[src/rtl/mem_access_unit_pkg.sv]
// Shared definitions for the MEM-stage access unit: op encodings, FSM states,
// bus size codes and op-classification helpers.
package mem_access_unit_pkg;

    localparam int ALUOP_W = 8;
    typedef logic [ALUOP_W-1:0] alu_op_t;

    localparam alu_op_t EXE_NOP_OP = 8'b0000_0000;
    localparam alu_op_t EXE_LB_OP  = 8'b1110_0000;
    localparam alu_op_t EXE_LH_OP  = 8'b1110_0001;
    localparam alu_op_t EXE_LW_OP  = 8'b1110_0011;
    localparam alu_op_t EXE_LBU_OP = 8'b1110_0100;
    localparam alu_op_t EXE_LHU_OP = 8'b1110_0101;
    localparam alu_op_t EXE_SB_OP  = 8'b1110_1000;
    localparam alu_op_t EXE_SH_OP  = 8'b1110_1001;
    localparam alu_op_t EXE_SW_OP  = 8'b1110_1011;

    localparam logic [1:0] SIZE_BYTE = 2'd0;
    localparam logic [1:0] SIZE_HALF = 2'd1;
    localparam logic [1:0] SIZE_WORD = 2'd2;

    typedef enum logic [2:0] {
        IDLE  = 3'd0,
        REQ   = 3'd1,
        WAIT  = 3'd2,
        DONE  = 3'd3,
        DRAIN = 3'd4
    } mau_state_t;

    function automatic logic op_is_load(input alu_op_t op);
        case (op)
            EXE_LB_OP, EXE_LBU_OP, EXE_LH_OP, EXE_LHU_OP, EXE_LW_OP: op_is_load = 1'b1;
            default:                                                 op_is_load = 1'b0;
        endcase
    endfunction

    function automatic logic op_is_store(input alu_op_t op);
        case (op)
            EXE_SB_OP, EXE_SH_OP, EXE_SW_OP: op_is_store = 1'b1;
            default:                         op_is_store = 1'b0;
        endcase
    endfunction

    function automatic logic [1:0] op_size(input alu_op_t op);
        case (op)
            EXE_LB_OP, EXE_LBU_OP, EXE_SB_OP: op_size = SIZE_BYTE;
            EXE_LH_OP, EXE_LHU_OP, EXE_SH_OP: op_size = SIZE_HALF;
            default:                          op_size = SIZE_WORD;
        endcase
    endfunction

endpackage

[src/rtl/mem_access_unit_load_ext.sv]
// Little-endian load lane selection with sign/zero extension; purely combinational.
module mem_load_ext
    import mem_access_unit_pkg::*;
(
    input  logic [7:0]  op,
    input  logic [1:0]  addr_lo,
    input  logic [31:0] raw,
    output logic [31:0] load_data
);

    logic [7:0]  byte_s;
    logic [15:0] half_s;

    // Pick the addressed lanes, then extend according to the op.
    always_comb begin
        byte_s    = 8'h00;
        half_s    = 16'h0000;
        load_data = 32'h0000_0000;
        case (addr_lo)
            2'd0:    byte_s = raw[7:0];
            2'd1:    byte_s = raw[15:8];
            2'd2:    byte_s = raw[23:16];
            2'd3:    byte_s = raw[31:24];
            default: byte_s = 8'h00;
        endcase
        if (addr_lo[1]) begin
            half_s = raw[31:16];
        end else begin
            half_s = raw[15:0];
        end
        case (op)
            EXE_LB_OP:  load_data = {{24{byte_s[7]}}, byte_s};
            EXE_LBU_OP: load_data = {24'h00_0000, byte_s};
            EXE_LH_OP:  load_data = {{16{half_s[15]}}, half_s};
            EXE_LHU_OP: load_data = {16'h0000, half_s};
            EXE_LW_OP:  load_data = raw;
            default:    load_data = 32'h0000_0000;
        endcase
    end

endmodule

[src/rtl/mem_access_unit.sv]
// MEM-stage data bus master: alignment checks, request handshake, flush draining
// and aligned load return for a simple request/response data bus.
module mem_access_unit
    import mem_access_unit_pkg::*;
(
    input  logic        clk,
    input  logic        rst,
    input  logic        flush,
    input  logic [7:0]  mem_aluop,
    input  logic [31:0] mem_mem_addr,
    input  logic [31:0] mem_reg2,
    input  logic [31:0] mem_except_type,
    output logic        data_req,
    output logic        data_wr,
    output logic [1:0]  data_size,
    output logic [31:0] data_addr,
    output logic [31:0] data_wdata,
    input  logic        data_addr_ok,
    input  logic        data_data_ok,
    input  logic [31:0] data_rdata,
    output logic [31:0] load_data,
    output logic        stallreq,
    output logic        adel,
    output logic        ades,
    output logic [31:0] bad_vaddr
);

    mau_state_t  state_r, state_nxt_s;
    logic        is_load_s, is_store_s, is_mem_s;
    logic        misalign_s, issuable_s, capture_s;
    logic [31:0] ext_data_s, load_data_r;

    assign is_load_s  = op_is_load(mem_aluop);
    assign is_store_s = op_is_store(mem_aluop);
    assign is_mem_s   = is_load_s | is_store_s;
    assign issuable_s = is_mem_s & ~misalign_s & (mem_except_type == 32'h0000_0000) & ~flush;

    // Alignment check per access width.
    always_comb begin
        misalign_s = 1'b0;
        case (mem_aluop)
            EXE_LH_OP, EXE_LHU_OP, EXE_SH_OP: misalign_s = mem_mem_addr[0];
            EXE_LW_OP, EXE_SW_OP:             misalign_s = |mem_mem_addr[1:0];
            default:                          misalign_s = 1'b0;
        endcase
    end

    assign adel      = is_load_s & misalign_s;
    assign ades      = is_store_s & misalign_s;
    assign bad_vaddr = (adel | ades) ? mem_mem_addr : 32'h0000_0000;

    // Store data replicated across byte lanes so the bus can use any lane.
    always_comb begin
        data_wdata = mem_reg2;
        case (mem_aluop)
            EXE_SB_OP: data_wdata = {4{mem_reg2[7:0]}};
            EXE_SH_OP: data_wdata = {2{mem_reg2[15:0]}};
            default:   data_wdata = mem_reg2;
        endcase
    end

    // Request fields pass straight through; the stall keeps them stable.
    assign data_wr   = is_store_s;
    assign data_size = op_size(mem_aluop);
    assign data_addr = mem_mem_addr;

    mem_load_ext u_load_ext (
        .op        (mem_aluop),
        .addr_lo   (mem_mem_addr[1:0]),
        .raw       (data_rdata),
        .load_data (ext_data_s)
    );

    // Next-state and handshake outputs.
    always_comb begin
        state_nxt_s = state_r;
        data_req    = 1'b0;
        stallreq    = 1'b0;
        capture_s   = 1'b0;
        case (state_r)
            IDLE: begin
                if (issuable_s) begin
                    data_req = 1'b1;
                    stallreq = 1'b1;
                    if (data_addr_ok) begin
                        state_nxt_s = WAIT;
                    end else begin
                        state_nxt_s = REQ;
                    end
                end else begin
                    state_nxt_s = IDLE;
                end
            end
            REQ: begin
                // data_data_ok is never accepted here: the response must follow addr_ok.
                data_req = 1'b1;
                stallreq = issuable_s;
                if (flush) begin
                    state_nxt_s = data_addr_ok ? DRAIN : IDLE;
                end else if (data_addr_ok) begin
                    state_nxt_s = WAIT;
                end else begin
                    state_nxt_s = REQ;
                end
            end
            WAIT: begin
                stallreq = issuable_s;
                if (flush) begin
                    state_nxt_s = data_data_ok ? IDLE : DRAIN;
                end else if (data_data_ok) begin
                    capture_s   = 1'b1;
                    state_nxt_s = DONE;
                end else begin
                    state_nxt_s = WAIT;
                end
            end
            DONE: begin
                state_nxt_s = IDLE;
            end
            DRAIN: begin
                // A stale response is outstanding; hold any new memory op back.
                stallreq = is_mem_s;
                if (data_data_ok) begin
                    state_nxt_s = IDLE;
                end else begin
                    state_nxt_s = DRAIN;
                end
            end
            default: begin
                state_nxt_s = IDLE;
            end
        endcase
    end

    // State register and captured load result.
    always_ff @(posedge clk) begin
        if (rst) begin
            state_r     <= IDLE;
            load_data_r <= 32'h0000_0000;
        end else begin
            state_r <= state_nxt_s;
            if (capture_s) begin
                load_data_r <= ext_data_s;
            end else begin
                load_data_r <= load_data_r;
            end
        end
    end

    assign load_data = load_data_r;

endmodule

[config.mk]
export PLATFORM = sky130hd
export DESIGN_NAME = mem_access_unit
export DESIGN_NICKNAME = d
export VERILOG_FILES = /design/src/rtl/mem_access_unit_pkg.sv /design/src/rtl/mem_access_unit_load_ext.sv /design/src/rtl/mem_access_unit.sv
export SDC_FILE = /design/constraint.sdc
export NUM_CORES = 1
export LEC_CHECK = 0
export BUFFER_PORTS_ARGS = -buffer_cell sky130_fd_sc_hd__buf_2
export CELL_PAD_IN_SITES_DETAIL_PLACEMENT = 0
export CELL_PAD_IN_SITES_GLOBAL_PLACEMENT = 1
export CORE_UTILIZATION = 21
export DETAILED_ROUTE_END_ITERATION = 16
export GPL_ROUTABILITY_DRIVEN = 1
export PLACE_DENSITY = 0.79
export SYNTH_ARGS = -nofsm -noshare
export SYNTH_HDL_FRONTEND = slang
export SYNTH_SLANG_ARGS = --single-unit
[constraint.sdc]
create_clock -name clk -period 2.34 [get_ports clk]
set_input_delay 0.585 -clock clk [delete_from_list [all_inputs] [get_ports clk]]
set_output_delay 0.585 -clock clk [all_outputs]
set_load 0.005 [all_outputs]
-- Word level (Yosys, flattened, before mapping)
Index checks and enable logic that the tools add are counted.
- add/subtract/negate cells: 0
- multipliers: 0
- div/mod/pow operators: 0
- magnitude comparators: 0
- equality and inequality tests: 14
- shifts and indexed selects: 0
- mux-type cells: 23
- bitwise operators: 9
- reductions and logical operators: 10
- operators by type and width (kind ; count):
    32-bit case mux with 5 select lines ; 1
    8-bit == test (second input constant) ; 8
    32-bit case mux with 2 select lines ; 1
    32-bit logical NOT ; 1
    32-bit two-way mux ; 1
    8-bit case mux with 4 select lines ; 1
    16-bit two-way mux ; 1
    3-bit two-way mux ; 5
    3-bit case mux with 4 select lines ; 1
    3-bit OR reduction ; 3
    1-bit two-way mux ; 7
    2-bit OR reduction ; 3
    1-bit bitwise AND ; 5
    5-bit OR reduction ; 1
    2-bit == test (second input constant) ; 2
    1-bit case mux with 2 select lines ; 2
    2-bit case mux with 2 select lines ; 1
    3-bit by 1-bit == test with 1-bit output (second input constant) ; 1
    3-bit by 2-bit == test with 1-bit output (second input constant) ; 1
    3-bit == test (second input constant) ; 1
    3-bit logical NOT ; 1
    1-bit case mux with 3 select lines ; 1
    2-bit by 1-bit == test with 1-bit output (second input constant) ; 1
    2-bit logical NOT ; 1
    other kinds (3) ; 5
- register bits: 35
- bits in latches: 0
- memory bits (writable): 0
- ROM bits: 0
- bits of input ports: 141
- output and inout port bits: 135
- logic and storage cells: 58
- memories kept: 0

-- Logic depth before layout (Yosys ltp)
- word-level depth: 9
- depth in mapped cells: 8
- mapped depth without buffers: 5

-- Cells and area by module
Synthesis repeated with hierarchy kept, for this count alone.
- cell total of the unflattened synthesis: 434
- area total of the unflattened synthesis: 3323.2 um^2
- modules (own cells, without submodules) (module ; instances ; cells an instance ; area each (um^2) ; sequential area each (um^2)):
    mem_access_unit ; 1 ; 319 ; 2384.8 ; 700.7
    mem_load_ext ; 1 ; 115 ; 938.4 ; 0.0

-- Worst setup path before layout
No wires, ideal clock.
- path type: input -> output
- start: input mem_aluop[4]
- end: output data_wdata[20]
- data arrival time: 1.892 ns
- data required time: 1.755 ns
- setup slack: -0.137 ns
- cell stages on the path: 5
- path buffers: 1
- cell sequence: and4b_1 nand3b_1 nor2_1 buf_2 mux2_2
- word-level cells in the longest chain between the ends: 2
- elaborated cells between the ends (all ways): 3
- those cells by class: 2 x eq/ne; 1 x mux
- RTL lines (what ; line ; text):
    start, declared ; mem_access_unit.sv:9 ; input logic [7:0] mem_aluop,
    8-bit == test ; mem_access_unit.sv:55 ; case (mem_aluop)
    32-bit case mux with 2 select lines * ; mem_access_unit.sv:55 ;
    end, declared ; mem_access_unit.sv:17 ; output logic [31:0] data_wdata,
Every way passes the cells marked *; elsewhere a longest branch is shown, timed or not.

-- Final worst setup path
- start: input mem_aluop[4]
- end: output data_wdata[9]
Same word-level chain as after synthesis.

==> out/metrics.cfg <==
[timing]
rsz0062_at_grt = true
period_share = 1.09
worst_pin_slew_ns = 0.429
timing.final.ws_setup_ns = -0.200
setup_viol = 51
period_minus_slack_ns = 2.54
finalMaxSlewViolations = 0
finalHoldViolations = 0
max_slew_margin = 0.713
clock.fmax_mhz = 394
fin_hold_ws_ns = 0.442
fin_worst_skew_ns = 0.00327

[worst_hold_path]
min_path_type = reg2reg
holdPathStages = 2
hp-start = load_data[17]
min_to = load_data[17]

[die]
io_pins = 276
rows = 42
die_h_um = 119
start_util = 0.215
die_area_mm2 = 0.0141
fp.coreArea_mm2 = 0.0133
die_x_um = 119

[place]
dp_hpwl_mm = 9.65
gp_congestion = 0.785
dpl.cell_count = 791
io_buffers = 275

[yosys]
syn_area_mm2 = 0.00286
synth_seq_area_share = 0.245
synth_edf_count = 0
synth-main-ff-cell = dfxtp_1
syn-num-nets = 511
avgSynthCellArea_um2 = 7.74
yosysTopAreaCellShare = 0.245
synthArstFlopShare = 0
synthDistinctLibCells = 41
syn_inst = 370
ys_ff_latch = 35
synth_area_leader_cell = dfxtp_1
yosysWarnings = 0
synth_top_cells_by_area = dfxtp_1, buf_4, and2_1, mux2_2, a21oi_1

[setup_path]
critPathCaptureType = output port
start_kind = input pin
worstSetupPathType = in2out
worstReg2RegStart = state_r[0]
reg2regPathDepth = 6
reg2reg_to = load_data[15]
required_ns = 1.75
rrSetupSlack_ns = 0.64
crit_fanout = 8
cp.arrival_ns = 1.96

[clock_network]
cts_tree = yes
cts_buffers = 5
cts_root_buffer = clkbuf_16
clock_latency_ns = 0.27
path_clk_slew_ns = 0.05
clock_sink_count = 35
h-tree-depth = 2
clk_path_buf_depth = 2

[global_route]
grt_max_degree = 26
overflow = 0
grt_use_total = 0.167
grt_pass1_vias = 3491
antenna_found_initial = 0
grt_pass1_wl_mm = 18.8

[power]
p_leak_uw = 0.00257
p_per_area_mw_per_mm2 = 320
vdd_ir_drop_max_mv = 0.277

[drt]
initialDrtViolationCount = 150
route.detailed.drc = 0
num_vias = 3794
vias_per_cell = 4.61
wl_per_cell_um = 16.2
ant_nets = 0
detail_route.first_pass.iterations = 4
drt-total-wl_mm = 13.3

[layout]
antenna_cells = 0
finish.net_count = 787
regArea_um2 = 701
area_delta_synth_final_pct = 91.7
multi_input_area_mm2 = 0.00208
final_cell_count_no_fill = 823
final_layout_size_suffix_gt1_frac = 0.663
nFillCells = 1363

[status]
status = finished, violations left
violations = setup timing

[job]
cap_violations = 0

[metal layers]
metal	wire, um	share of wire	global-route usage	vias up
met5	0	0	0	-
met4	21	0.0016	0.0142	0
met3	1020	0.077	0.0372	2
met2	6600	0.50	0.288	194
met1	5640	0.42	0.220	1763
li1	-	-	-	1835
[final cells by class]
cell class                 count  share of cell area
inverter                       3             0.00205
clock buffer                   8              0.0285
timing repair buffer         332               0.422
tap                          176              0.0401
multi-input combinational    269               0.379
sequential                    35               0.128
[critical path: stages]
cell      delay [ns]
buf_6           0.09
and4b_2         0.30
nand3b_1        0.10
buf_6           0.14
nor3_4          0.14
buf_12          0.16
mux2_4          0.32
buf_6           0.12
[through the flow]
stage	TNS (ns)	total power, uW	cell area (um2)	setup slack, ns	util
2_1_floorplan	-0.144	775	2880	-0.0167	-
3_3_place_gp	-10.58	976	4330	-0.307	0.326
6_report	-4.55	1760	5490	-0.200	0.413
5_1_grt	-7.58	1820	5490	-0.257	0.413
4_1_cts	-6.77	1700	4930	-0.232	0.371
3_5_place_dp	-10.73	974	4330	-0.324	0.326
[synthesized netlist by cell type (2+ instances only)]
| master | number |
|---|---|
| buf_4 | 40 |
| nand2_1 | 36 |
| dfxtp_1 | 35 |
| nor2_1 | 35 |
| and2_1 | 34 |
| a21oi_1 | 28 |
| mux2_2 | 16 |
| o21ai_0 | 14 |
| o21ai_1 | 14 |
| a211oi_1 | 13 |
| mux2i_1 | 13 |
| a221oi_1 | 12 |
| buf_2 | 10 |
| clkbuf_1 | 10 |
| nor4_1 | 9 |
| nand3b_1 | 6 |
| nor3_1 | 6 |
| nor2b_1 | 4 |
| buf_6 | 3 |
| mux4_2 | 3 |
| a31oi_1 | 2 |
| and4b_1 | 2 |
| inv_1 | 2 |
| nand2b_1 | 2 |
| nand3_1 | 2 |
| nand4_1 | 2 |
| nand4b_1 | 2 |
| or3_1 | 2 |
[cell usage in the layout (no fill, tap or decap), types with 3 or more instances in the layout]
cell type and instances:
a211oi_1 13, a21oi_1 21, a21oi_2 7, a221oi_1 12
and2_4 33, buf_12 5, buf_2 218, buf_4 38
buf_6 65, buf_8 4, clkbuf_16 7, dfxtp_1 35
mux2_4 16, mux2i_1 13, mux4_2 3, nand2_1 35
nand3b_1 6, nor2_1 23, nor2_2 4, nor2_4 8
nor2b_1 3, nor3_1 5, nor4_1 3, nor4_2 4
o21ai_0 11, o21ai_1 15
[registers in the layout, indices dropped and copies added (netlist names)]
register / count
state_r: 3
load_data: 32
[power by group]
group	leakage [uW]	switching, uW	internal [uW]
logic	0.00221	211	259
registers	0.000282	0.000000000352	596
clock network	0.0000772	239	453
total	0.00257	450	1310
[kinds of logic after synthesis]
group	synth area share
compound gates	0.192
buf+inv	0.151
flops	0.245
mux	0.141
simple gates	0.271
[what timing repair did]
item / in CTS / in global routing
hold buffers: 0 / 0
cloned: 3 / 2
endpoints found under the setup margin: 61 / 61
endpoints found under the hold margin: 0 / 0
resized for setup: 57 / 122
pin swaps: 15 / 40
setup buffers: 14 / 10
[worst max-delay path by stage]
stage | from | endpoint | slack, ns | cells past startpoint
after floorplan | mem_aluop[4] | data_wdata[20] | -0.02 | 5
after global placement | mem_aluop[4] | data_wdata[9] | -0.31 | 7
after detailed placement | mem_aluop[4] | data_wdata[9] | -0.32 | 7
after CTS | mem_aluop[4] | data_wdata[20] | -0.23 | 9
after global routing | mem_aluop[4] | data_wdata[21] | -0.26 | 8
final | mem_aluop[4] | data_wdata[9] | -0.20 | 8
No activity file was read; power rests on OpenSTA's default activity.
